File: config.mk
export PLATFORM = sky130hd
export DESIGN_NAME = geofence_host_flat
export DESIGN_NICKNAME = d
export VERILOG_FILES = /design/src/rtl/geofence_pkg.sv /design/src/rtl/geofence_if.sv /design/src/rtl/geofence_set_buf.sv /design/src/rtl/geofence_host.sv /design/src/flat_wrapper.sv
export SDC_FILE = /design/constraint.sdc
export NUM_CORES = 1
export LEC_CHECK = 0
export CORE_AREA = 4 4 150 297
export DETAILED_ROUTE_END_ITERATION = 10
export DIE_AREA = 0 0 154 301
export PLACE_DENSITY = 0.64
export SYNTH_ARGS = -nofsm -noshare
export SYNTH_HDL_FRONTEND = slang
export SYNTH_SLANG_ARGS = --single-unit
File: constraint.sdc
create_clock -name clk -period 13.4 [get_ports clk]
set_input_delay 1.34 -clock clk [delete_from_list [all_inputs] [get_ports clk]]
set_output_delay 1.34 -clock clk [all_outputs]
set_load 0.1 [all_outputs]
File: src/rtl/geofence_pkg.sv
// Shared types and constants for the geofence host slice.
package geofence_pkg;

    localparam int COORD_W     = 10;
    localparam int PTS_PER_SET = 7;

    // Engine-slot sequencer states.
    typedef enum logic [1:0] {
        DRIVE = 2'd0,
        WAIT  = 2'd1,
        LOST  = 2'd2
    } fsm_state_e;

    typedef struct packed {
        logic [COORD_W-1:0] x;
        logic [COORD_W-1:0] y;
    } point_t;

    // Result FIFO occupancy after this edge's push and pop both take effect.
    function automatic logic [1:0] fifo_occ_next(
        input logic [1:0] cnt,
        input logic       push,
        input logic       pop
    );
        return cnt + {1'b0, push} - {1'b0, pop};
    endfunction

endpackage

File: src/rtl/geofence_if.sv
// Point-in and result-out streams between the host fabric and geofence_host.
interface geofence_if #(
    parameter int TAG_W = 8
);
    import geofence_pkg::*;

    logic               s_valid;
    logic               s_ready;
    logic [COORD_W-1:0] s_x;
    logic [COORD_W-1:0] s_y;
    logic               r_valid;
    logic               r_ready;
    logic               r_inside;
    logic               r_timeout;
    logic [TAG_W-1:0]   r_tag;

    modport master (
        output s_valid, s_x, s_y, r_ready,
        input  s_ready, r_valid, r_inside, r_timeout, r_tag
    );

    modport slave (
        input  s_valid, s_x, s_y, r_ready,
        output s_ready, r_valid, r_inside, r_timeout, r_tag
    );

endinterface

File: src/rtl/geofence_set_buf.sv
// Two-bank, 7-point set store. A bank commits on its 7th point and stays
// committed (so it cannot be overwritten) until the launcher frees it.
module geofence_set_buf
    import geofence_pkg::*;
(
    input  logic       clk,
    input  logic       reset,
    input  logic       in_valid,
    input  point_t     in_pt,
    output logic       in_ready,
    output logic       head_valid,
    output logic       head_bank,
    input  logic       free_en,
    input  logic       rd_bank,
    input  logic [2:0] rd_idx,
    output point_t     rd_pt
);

    point_t     mem_r [2][PTS_PER_SET];
    logic [1:0] commit_r;
    logic       wr_bank_r;
    logic       head_bank_r;
    logic [2:0] wr_idx_r;
    logic       accept_s;
    logic       commit_now_s;

    assign in_ready     = ~commit_r[wr_bank_r];
    assign accept_s     = in_valid & in_ready;
    assign commit_now_s = accept_s & (wr_idx_r == 3'd6);
    // A set completing on this very edge is launchable at the same edge.
    assign head_valid   = commit_r[head_bank_r] | (commit_now_s & (wr_bank_r == head_bank_r));
    assign head_bank    = head_bank_r;

    // Point storage and fill pointer.
    always_ff @(posedge clk or posedge reset) begin
        if (reset) begin
            for (int b = 0; b < 2; b++) begin
                for (int p = 0; p < PTS_PER_SET; p++) begin
                    mem_r[b][p] <= '0;
                end
            end
            wr_bank_r <= 1'b0;
            wr_idx_r  <= 3'd0;
        end else if (accept_s) begin
            mem_r[wr_bank_r][wr_idx_r] <= in_pt;
            if (commit_now_s) begin
                wr_bank_r <= ~wr_bank_r;
                wr_idx_r  <= 3'd0;
            end else begin
                wr_idx_r  <= wr_idx_r + 3'd1;
            end
        end
    end

    // Per-bank commit flags; commit and free never target the same bank.
    always_ff @(posedge clk or posedge reset) begin
        if (reset) begin
            commit_r <= 2'b00;
        end else begin
            for (int b = 0; b < 2; b++) begin
                if (commit_now_s && (wr_bank_r == 1'(b))) begin
                    commit_r[b] <= 1'b1;
                end else if (free_en && (head_bank_r == 1'(b))) begin
                    commit_r[b] <= 1'b0;
                end
            end
        end
    end

    // Oldest committed bank advances when freed.
    always_ff @(posedge clk or posedge reset) begin
        if (reset) begin
            head_bank_r <= 1'b0;
        end else if (free_en) begin
            head_bank_r <= ~head_bank_r;
        end
    end

    // Read port used by the launcher.
    always_comb begin
        rd_pt = '0;
        if (rd_idx <= 3'd6) begin
            rd_pt = mem_r[rd_bank][rd_idx];
        end else begin
            rd_pt = '0;
        end
    end

endmodule

File: src/rtl/geofence_host.sv
// Drives the free-running geofence engine in its 7-cycle window, watches for
// its result (with a watchdog) and returns tagged results through a 2-deep FIFO.
module geofence_host
    import geofence_pkg::*;
#(
    parameter int TIMEOUT = 64,
    parameter int TAG_W   = 8
) (
    input  logic               clk,
    input  logic               reset,
    geofence_if.slave          bus,
    output logic [COORD_W-1:0] X,
    output logic [COORD_W-1:0] Y,
    input  logic               valid,
    input  logic               is_inside,
    output logic               busy
);

    localparam int         WD_W    = $clog2(TIMEOUT + 1);
    localparam int         RES_W   = TAG_W + 2;
    localparam logic [1:0] S_DRIVE = DRIVE;
    localparam logic [1:0] S_WAIT  = WAIT;
    localparam logic [1:0] S_LOST  = LOST;

    logic [1:0]         state_r;
    logic [2:0]         pt_idx_r;
    logic               real_r;
    logic               bank_r;
    logic [WD_W-1:0]    wd_cnt_r;
    logic [TAG_W-1:0]   tag_r;
    logic [TAG_W-1:0]   set_tag_r;
    logic               busy_r;
    logic [COORD_W-1:0] x_r;
    logic [COORD_W-1:0] y_r;
    logic [RES_W-1:0]   fifo_mem_r [2];
    logic               fifo_wr_r;
    logic               fifo_rd_r;
    logic [1:0]         fifo_cnt_r;

    logic               start_s;
    logic               push_s;
    logic [RES_W-1:0]   push_data_s;
    logic               pop_s;
    logic               r_valid_s;
    logic [RES_W-1:0]   head_s;
    logic               launch_real_s;
    logic               free_en_s;
    logic               head_valid_s;
    logic               head_bank_s;
    logic               rd_bank_s;
    point_t             rd_pt_s;
    point_t             in_pt_s;
    logic               in_ready_s;

    assign in_pt_s = {bus.s_x, bus.s_y};

    geofence_set_buf u_set_buf (
        .clk        (clk),
        .reset      (reset),
        .in_valid   (bus.s_valid),
        .in_pt      (in_pt_s),
        .in_ready   (in_ready_s),
        .head_valid (head_valid_s),
        .head_bank  (head_bank_s),
        .free_en    (free_en_s),
        .rd_bank    (rd_bank_s),
        .rd_idx     (pt_idx_r),
        .rd_pt      (rd_pt_s)
    );

    // Slot-start detection and result push selection; valid wins over expiry.
    always_comb begin
        start_s     = 1'b0;
        push_s      = 1'b0;
        push_data_s = '0;
        case (state_r)
            S_DRIVE: begin
                start_s = (pt_idx_r == 3'd0);
            end
            S_WAIT: begin
                start_s = valid;
                if (valid) begin
                    push_s      = real_r;
                    push_data_s = {is_inside, 1'b0, set_tag_r};
                end else if (wd_cnt_r == WD_W'(TIMEOUT)) begin
                    push_s      = real_r;
                    push_data_s = {1'b0, 1'b1, set_tag_r};
                end else begin
                    push_s      = 1'b0;
                end
            end
            S_LOST: begin
                start_s = valid;
            end
            default: begin
                start_s = 1'b0;
            end
        endcase
    end

    assign r_valid_s     = (fifo_cnt_r != 2'd0);
    assign pop_s         = r_valid_s & bus.r_ready;
    assign launch_real_s = start_s & head_valid_s & (fifo_occ_next(fifo_cnt_r, push_s, pop_s) < 2'd2);
    assign free_en_s     = (state_r == S_DRIVE) & (pt_idx_r == 3'd6) & real_r;
    assign rd_bank_s     = start_s ? head_bank_s : bank_r;

    // Slot sequencer, coordinate registers and watchdog.
    always_ff @(posedge clk or posedge reset) begin
        if (reset) begin
            state_r  <= S_DRIVE;
            pt_idx_r <= 3'd0;
            real_r   <= 1'b0;
            bank_r   <= 1'b0;
            wd_cnt_r <= '0;
            x_r      <= '0;
            y_r      <= '0;
        end else if (start_s) begin
            state_r  <= S_DRIVE;
            pt_idx_r <= 3'd1;
            real_r   <= launch_real_s;
            bank_r   <= head_bank_s;
            wd_cnt_r <= '0;
            x_r      <= launch_real_s ? rd_pt_s.x : '0;
            y_r      <= launch_real_s ? rd_pt_s.y : '0;
        end else begin
            case (state_r)
                S_DRIVE: begin
                    x_r <= real_r ? rd_pt_s.x : '0;
                    y_r <= real_r ? rd_pt_s.y : '0;
                    if (pt_idx_r == 3'd6) begin
                        state_r  <= S_WAIT;
                        pt_idx_r <= 3'd0;
                        wd_cnt_r <= '0;
                    end else begin
                        pt_idx_r <= pt_idx_r + 3'd1;
                    end
                end
                S_WAIT: begin
                    if (wd_cnt_r == WD_W'(TIMEOUT)) begin
                        state_r <= S_LOST;
                    end else begin
                        wd_cnt_r <= wd_cnt_r + WD_W'(1);
                    end
                end
                S_LOST: begin
                    state_r <= S_LOST;
                end
                default: begin
                    state_r  <= S_DRIVE;
                    pt_idx_r <= 3'd0;
                end
            endcase
        end
    end

    // Tag allocation at each real launch.
    always_ff @(posedge clk or posedge reset) begin
        if (reset) begin
            tag_r     <= '0;
            set_tag_r <= '0;
        end else if (launch_real_s) begin
            set_tag_r <= tag_r;
            tag_r     <= tag_r + TAG_W'(1);
        end
    end

    // In-flight flag: set at real launch, cleared once its result is pushed.
    always_ff @(posedge clk or posedge reset) begin
        if (reset) begin
            busy_r <= 1'b0;
        end else if (launch_real_s) begin
            busy_r <= 1'b1;
        end else if (push_s) begin
            busy_r <= 1'b0;
        end
    end

    // Two-entry fall-through result FIFO; push and pop may coincide.
    always_ff @(posedge clk or posedge reset) begin
        if (reset) begin
            fifo_mem_r[0] <= '0;
            fifo_mem_r[1] <= '0;
            fifo_wr_r     <= 1'b0;
            fifo_rd_r     <= 1'b0;
            fifo_cnt_r    <= 2'd0;
        end else begin
            if (push_s) begin
                fifo_mem_r[fifo_wr_r] <= push_data_s;
                fifo_wr_r             <= ~fifo_wr_r;
            end
            if (pop_s) begin
                fifo_rd_r <= ~fifo_rd_r;
            end
            fifo_cnt_r <= fifo_occ_next(fifo_cnt_r, push_s, pop_s);
        end
    end

    assign head_s        = fifo_mem_r[fifo_rd_r];
    assign bus.s_ready   = in_ready_s;
    assign bus.r_valid   = r_valid_s;
    assign bus.r_inside  = r_valid_s & head_s[RES_W-1];
    assign bus.r_timeout = r_valid_s & head_s[RES_W-2];
    assign bus.r_tag     = r_valid_s ? head_s[TAG_W-1:0] : '0;
    assign X             = x_r;
    assign Y             = y_r;
    assign busy          = busy_r;

endmodule
File: src/flat_wrapper.sv
// flat-port wrapper written by rule: the top's interface ports become plain ports
module geofence_host_flat import geofence_pkg::*;
#(
    parameter int TIMEOUT = 64,
    parameter int TAG_W   = 8
)
  (clk, reset, X, Y, valid, is_inside, busy, bus_s_valid, bus_s_x, bus_s_y, bus_r_ready, bus_s_ready, bus_r_valid, bus_r_inside, bus_r_timeout, bus_r_tag);
  geofence_if #(.TAG_W(TAG_W)) bus_i ();
  input  logic clk;
  input  logic reset;
  output logic [COORD_W-1:0] X;
  output logic [COORD_W-1:0] Y;
  input  logic valid;
  input  logic is_inside;
  output logic busy;
  input wire logic [$bits(bus_i.s_valid)-1:0] bus_s_valid;
  input wire logic [$bits(bus_i.s_x)-1:0] bus_s_x;
  input wire logic [$bits(bus_i.s_y)-1:0] bus_s_y;
  input wire logic [$bits(bus_i.r_ready)-1:0] bus_r_ready;
  output wire logic [$bits(bus_i.s_ready)-1:0] bus_s_ready;
  output wire logic [$bits(bus_i.r_valid)-1:0] bus_r_valid;
  output wire logic [$bits(bus_i.r_inside)-1:0] bus_r_inside;
  output wire logic [$bits(bus_i.r_timeout)-1:0] bus_r_timeout;
  output wire logic [$bits(bus_i.r_tag)-1:0] bus_r_tag;
  assign bus_i.s_valid = bus_s_valid;
  assign bus_i.s_x = bus_s_x;
  assign bus_i.s_y = bus_s_y;
  assign bus_i.r_ready = bus_r_ready;
  assign bus_s_ready = bus_i.s_ready;
  assign bus_r_valid = bus_i.r_valid;
  assign bus_r_inside = bus_i.r_inside;
  assign bus_r_timeout = bus_i.r_timeout;
  assign bus_r_tag = bus_i.r_tag;
  geofence_host #(.TIMEOUT(TIMEOUT), .TAG_W(TAG_W)) u_core (.clk(clk), .reset(reset), .bus(bus_i), .X(X), .Y(Y), .valid(valid), .is_inside(is_inside), .busy(busy));
endmodule
# ---- Word level (Yosys, flattened, before mapping)
# Cells that the tools add are included.
dict set report word_totals {
  mem_count 0
  latchBits 0
  rom_bits 0
  ramBits 0
  reg_bits 362
  inputBits 26
  wordCells 175
}
dict set report classes {
  mux 57
  reduce_logical 19
  eq_ne 10
  multipliers 0
  order_cmp 13
  bitwise_logic 22
  addsub 6
  n_shift 0
  div 0
}
# operator count
set op_table {}
lappend op_table {{$mux 140} 4}
lappend op_table {{$bwmux 280} 1}
lappend op_table {{$demux 140 s1} 1}
lappend op_table {{$mux 10} 14}
lappend op_table {{$mux 20} 4}
lappend op_table {{$bmux 20 s3} 1}
lappend op_table {{$demux 20 s3} 1}
lappend op_table {{$mux 7} 3}
lappend op_table {{$bwmux 20} 1}
lappend op_table {{$mux 1} 14}
lappend op_table {{$pmux 7 s2} 1}
lappend op_table {{$and 1x1->1} 10}
lappend op_table {{$demux 10 s1} 1}
lappend op_table {{$reduce_bool 2->1} 5}
lappend op_table {{$mux 3} 3}
lappend op_table {{$mux 9} 1}
lappend op_table {{$add 8x1->8 const B} 1}
lappend op_table {{$ge 2x2->1 const B} 4}
lappend op_table {{$ge 4x4->1 const B} 2}
lappend op_table {{$mux 8} 1}
lappend op_table {{$not 1->2} 4}
lappend op_table {{$not 3->4} 2}
lappend op_table {{$add 7x1->7 const B} 1}
lappend op_table {{$eq 7x7->1 const B} 1}
lappend op_table {{28 further kinds} 46}

# ---- Logic depth before layout (Yosys ltp)
dict set report logic_depth {
  word_depth 15
  mapped_depth 12
}

# ---- Cells and area by module
# From an unflattened synthesis, not the netlist that was laid out.
dict set report hier_totals {
  cells_unflattened 1164
  area_unflattened_um2 16851.2
}
# module area_each_um2 seq_area_each_um2 cells_per_inst instances
set by_module_without_submodules {}
lappend by_module_without_submodules {geofence_set_buf 13400.4 7181.9 890 1}
lappend by_module_without_submodules {geofence_host 3450.8 1876.8 274 1}

# ---- Worst setup path before layout
# Ideal clock, no wire load.
dict set report synth_path {
  path_type {reg-to-output}
  start {register u_core.u_set_buf.wr_bank_r}
  end {output port bus_s_ready}
  n_path_buf 1
  stages_incl_launch_ff 3
  t_required_ns 12.060
  path_slack_ns 9.845
  t_arrival_ns 2.215
  path_cell_list {dfrtp_1 -> clkbuf_1 -> mux2i_1}
}
dict set report synth_between {
  elab_chain_cells 3
}
# element line_no
set synth_lines {}
lappend synth_lines {{from (decl)} geofence_set_buf.sv:21} ;# logic wr_bank_r;
lappend synth_lines {{from (signal assigned)} geofence_set_buf.sv:47} ;# wr_bank_r <= ~wr_bank_r;
lappend synth_lines {{$mux 1 (implied by the code) (2 in series)} geofence_set_buf.sv:27} ;# assign in_ready = ~commit_r[wr_bank_r];
lappend synth_lines {{$not 1->1} geofence_set_buf.sv:27}
lappend synth_lines {{to (decl)} flat_wrapper.sv:20} ;# output wire logic [$bits(bus_i.s_ready)-1:0] bus_s_ready;
# No other way between the ends. The select of a mux whose other input is x is not followed.

# ---- Final worst setup path
dict set report layout_path {
  start {input port valid}
  end {register u_core.y_r[9], in the netlist u_core.Y[9]}
}
# element line_no
set layout_rtl {}
lappend layout_rtl {{from (decl)} flat_wrapper.sv:13} ;# input logic valid;
lappend layout_rtl {{$mux 1} geofence_host.sv:82} ;# if (valid) begin
lappend layout_rtl {{$mux 1} geofence_host.sv:76} ;# case (state_r)
lappend layout_rtl {{net u_core.push_s} geofence_host.sv:41} ;# logic push_s;
lappend layout_rtl {{$add 2x1->2} geofence_pkg.sv:25} ;# return cnt + {1'b0, push} - {1'b0, pop};
lappend layout_rtl {{$sub 2x1->2} geofence_pkg.sv:25}
lappend layout_rtl {{$lt 2x2->1} geofence_host.sv:103} ;# assign launch_real_s = start_s & head_valid_s & (fifo_occ_next(fifo_cnt_r, push_s, pop_s) < 2'd2);
lappend layout_rtl {{$and 1x1->1} geofence_host.sv:103}
lappend layout_rtl {{$mux 10} geofence_host.sv:124} ;# y_r <= launch_real_s ? rd_pt_s.y : '0;
lappend layout_rtl {{$mux 10} geofence_host.sv:117} ;# end else if (start_s) begin
lappend layout_rtl {{to (signal assigned)} geofence_host.sv:124}
lappend layout_rtl {{to (signal assigned)} geofence_host.sv:129} ;# y_r <= real_r ? rd_pt_s.y : '0;
lappend layout_rtl {{to (decl)} geofence_host.sv:34} ;# logic [COORD_W-1:0] y_r;
# The timed path passes the listed nets, and every way through them passes these cells. The select of a mux whose other input is x is not followed.
# A chain may end at the register's enable or synchronous reset.

==> results.sh <==
export IMPL_status="finished, final reports clean"
export IMPL_synth_edf_count=0
export IMPL_grt_overflow_total=0
export IMPL_synthesis_nets=1356
export IMPL_place_area_sq_mm=0.0178
export IMPL_worst_setup_path_end_kind="flip-flop"
export IMPL_yosysWarnings=0
export IMPL_dieArea_sq_mm=0.0464
export IMPL_setup_ws_ns=9.17
export IMPL_fin_setup_tns_ns=0
export IMPL_htree_levels=2
export IMPL_syn_cell_area_sq_mm=0.0168
export IMPL_ant_nets=0
export IMPL_reg2reg_to="u_core.X[0]$_DFFE_PP0P_"
export IMPL_dp_hpwl_mm=25.0
export IMPL_track_usage=0.183
export IMPL_ctsHoldBuffers=0
export IMPL_crit_type="input port to flip-flop"
export IMPL_rsz0062_at_grt="no"
export IMPL_final_cell_mix="dfrtp_1, mux2_2, nand2_1, clkdlybuf4s50_1, o21ai_0"
export IMPL_wire_per_inst_microns=22.2
export IMPL_pre_cts_slack_ns=8.70
export IMPL_async_reset_ff_frac=1.00
export IMPL_hold_path_end="u_core.fifo_wr_r$_DFFE_PP0P_"
export IMPL_grt_pass1_wl_mm=66.8
export IMPL_hold_viol=0
export IMPL_cts_tree="built"
export IMPL_ff2ff_setup_slack_ns=9.35
export IMPL_die_h_microns=301
export IMPL_final_util=0.446
export IMPL_coreArea_sq_mm=0.0424
export IMPL_vias=10789
export IMPL_r2r_start="u_core.state_r[1]$_DFFE_PP0P_"
export IMPL_fin_area_sq_mm=0.0189
export IMPL_start_util=0.396
export IMPL_power_density_mw_per_mm2=228
export IMPL_cts_setup_buffers=0
export IMPL_min_from="u_core.fifo_wr_r$_DFFE_PP0P_"
export IMPL_routed_wl_mm=42.2
export IMPL_period_needed_ns=4.23
export IMPL_clock_root_buffer="clkbuf_16"
export IMPL_antenna_found_initial=1
export IMPL_ys_seq_area_frac=0.539
export IMPL_clkSlewWorstSetupHoldPaths_ns=0.07
export IMPL_die_x_microns=154
export IMPL_drtIter0Drc=472
export IMPL_critPathMaxFanout=20
export IMPL_slew_viol_final=0
export IMPL_rows=107
export IMPL_clk_latency_ns=0.54
export IMPL_synth_ff_type="dfrtp_1"
export IMPL_required_ns=13.79
export IMPL_syn_area_per_cell_sq_um=12.7
export IMPL_stdcell_count=1895
export IMPL_synth_seq_cells=362
export IMPL_whs_ns=0.485
export IMPL_power_mw=4.32
export IMPL_finalClockSkew_ns=0.0272
export IMPL_ir_drop_uv=84.2
export IMPL_start_kind="input port"
export IMPL_firstDrtPassIters=5
export IMPL_cts_buffer_depth=3
export IMPL_synth_cells=1319
export IMPL_grt_max_degree=194
export IMPL_numCtsBuffers=34
export IMPL_cts_resized=0
export IMPL_final_nets=1363
export IMPL_setup_violations=0
export IMPL_max_cap_violations=0
export IMPL_rr_worst_depth=9
export IMPL_crit_arrival_ns=4.62
export IMPL_drc_errors=0
export IMPL_post_route_period_util=0.316
export IMPL_relSlewSlack=0.276
export IMPL_worst_pin_slew_ns=1.09
export IMPL_finalWeightedCongestion=0.767
export IMPL_hp_class="flip-flop to flip-flop"
export IMPL_fill_cells=3863
export IMPL_area_growth_pct=12.6
export IMPL_p_leak_nw=8.55
export IMPL_layout_drive_gt1_share=0.337
export IMPL_max_freq_ghz=0.237
export IMPL_whs_path_depth=1
export IMPL_io_pins=59
export IMPL_cts_num_sinks=362
export IMPL_dp_cells=1835
export IMPL_portBuffers=58
export IMPL_synth_cell_type_count=57
export IMPL_grt_pass1_vias=11530
export IMPL_layout_commonest_cell="dfrtp_1"
export IMPL_via_per_inst=5.69
-- cells in the mapped netlist (3+ instances only) --
| cell type | n | area share |
|---|---|---|
| o22ai_1 | 30 | 0.011 |
| mux4_2 | 20 | 0.027 |
| clkbuf_1 | 94 | 0.021 |
| nor2_1 | 36 | 0.0080 |
| nand2b_1 | 4 | 0.0015 |
| mux2i_1 | 43 | 0.026 |
| o31ai_1 | 14 | 0.0063 |
| nand2_1 | 83 | 0.019 |
| nor3b_1 | 4 | 0.0018 |
| xnor2_1 | 4 | 0.0021 |
| nand3_1 | 36 | 0.011 |
| and3_1 | 16 | 0.0060 |
| nor3_1 | 16 | 0.0048 |
| or3_1 | 3 | 0.0011 |
| a211oi_1 | 11 | 0.0049 |
| buf_6 | 3 | 0.0020 |
| ha_1 | 11 | 0.0082 |
| buf_2 | 5 | 0.0015 |
| xor2_1 | 6 | 0.0031 |
| a21oi_1 | 23 | 0.0068 |
| o21ai_0 | 54 | 0.016 |
| inv_1 | 15 | 0.0033 |
| a22oi_1 | 11 | 0.0049 |
| nor2b_1 | 7 | 0.0026 |
| a31oi_1 | 3 | 0.0011 |
| o311ai_1 | 12 | 0.0063 |
| o2bb2ai_1 | 9 | 0.0047 |
| dfrtp_1 | 362 | 0.54 |
| o311ai_0 | 6 | 0.0031 |
| mux2_2 | 339 | 0.23 |
| nand4_1 | 7 | 0.0026 |
-- registers in the layout, summed over array words and instances (netlist names), 2 cells and up --
register                   count
u_core.u_set_buf.wr_idx_r      3
u_core.X                      10
u_core.pt_idx_r                3
u_core.tag_r                   8
u_core.u_set_buf.commit_r      2
u_core.fifo_cnt_r              2
u_core.state_r                 2
u_core.Y                      10
u_core.fifo_mem_r             20
u_core.u_set_buf.mem_r       280
u_core.wd_cnt_r                7
u_core.set_tag_r               8
-- worst max-delay path by stage --
stage	start	end
2_1_floorplan	reset	u_core.X[0]$_DFFE_PP0P_
3_3_place_gp	valid	u_core.Y[9]$_DFFE_PP0P_
5_1_grt	valid	u_core.Y[4]$_DFFE_PP0P_
6_report	valid	u_core.Y[9]$_DFFE_PP0P_
3_5_place_dp	valid	u_core.Y[9]$_DFFE_PP0P_
4_1_cts	valid	u_core.Y[7]$_DFFE_PP0P_
-- report_power, final --
part / total, mW / leakage (nW) / internal, mW / switching [mW]
Combinational: 1.61 / 3.27 / 0.736 / 0.879
Sequential: 1.75 / 4.76 / 1.49 / 0.261
Clock: 0.955 / 0.522 / 0.533 / 0.422
Total: 4.32 / 8.55 / 2.76 / 1.56
-- worst max-delay path, cell delays in order --
cell	delay (ns)
clkdlybuf4s50_1	0.61
inv_1	0.07
a21oi_1	0.31
ha_1	0.22
xor3_1	0.25
a221oi_1	0.39
nand2_1	0.44
a211oi_4	0.31
buf_4	0.38
o311ai_1	0.16
o311ai_0	0.13
-- routing by layer --
layer	GRT usage	part of all wire
met1	0.215	0.39
met2	0.329	0.52
met3	0.0256	0.038
met4	0.0836	0.046
met5	0	0
-- cell type report --
type	instances	area (sq um)	area share
antenna	1	2.50	0.000132
clock inverter	12	134	0.00707
multi-input combinational	833	7290	0.385
inverter	17	71.3	0.00377
tap	545	682	0.0360
timing repair buffer	78	743	0.0393
clock buffer	47	940	0.0497
sequential	362	9060	0.479
-- cell families after synthesis --
kind of cell | after synthesis | synth area share
adders and majority gates | 11 | 0.00819
muxes | 402 | 0.279
and+or+nand+nor | 224 | 0.0641
AOI/OAI and AO/OA | 185 | 0.0724
buffers and inverters | 124 | 0.0304
xor gates and xnor gates | 11 | 0.00662
DFF | 362 | 0.539
Note: power is estimated with default switching activity, not from simulation.
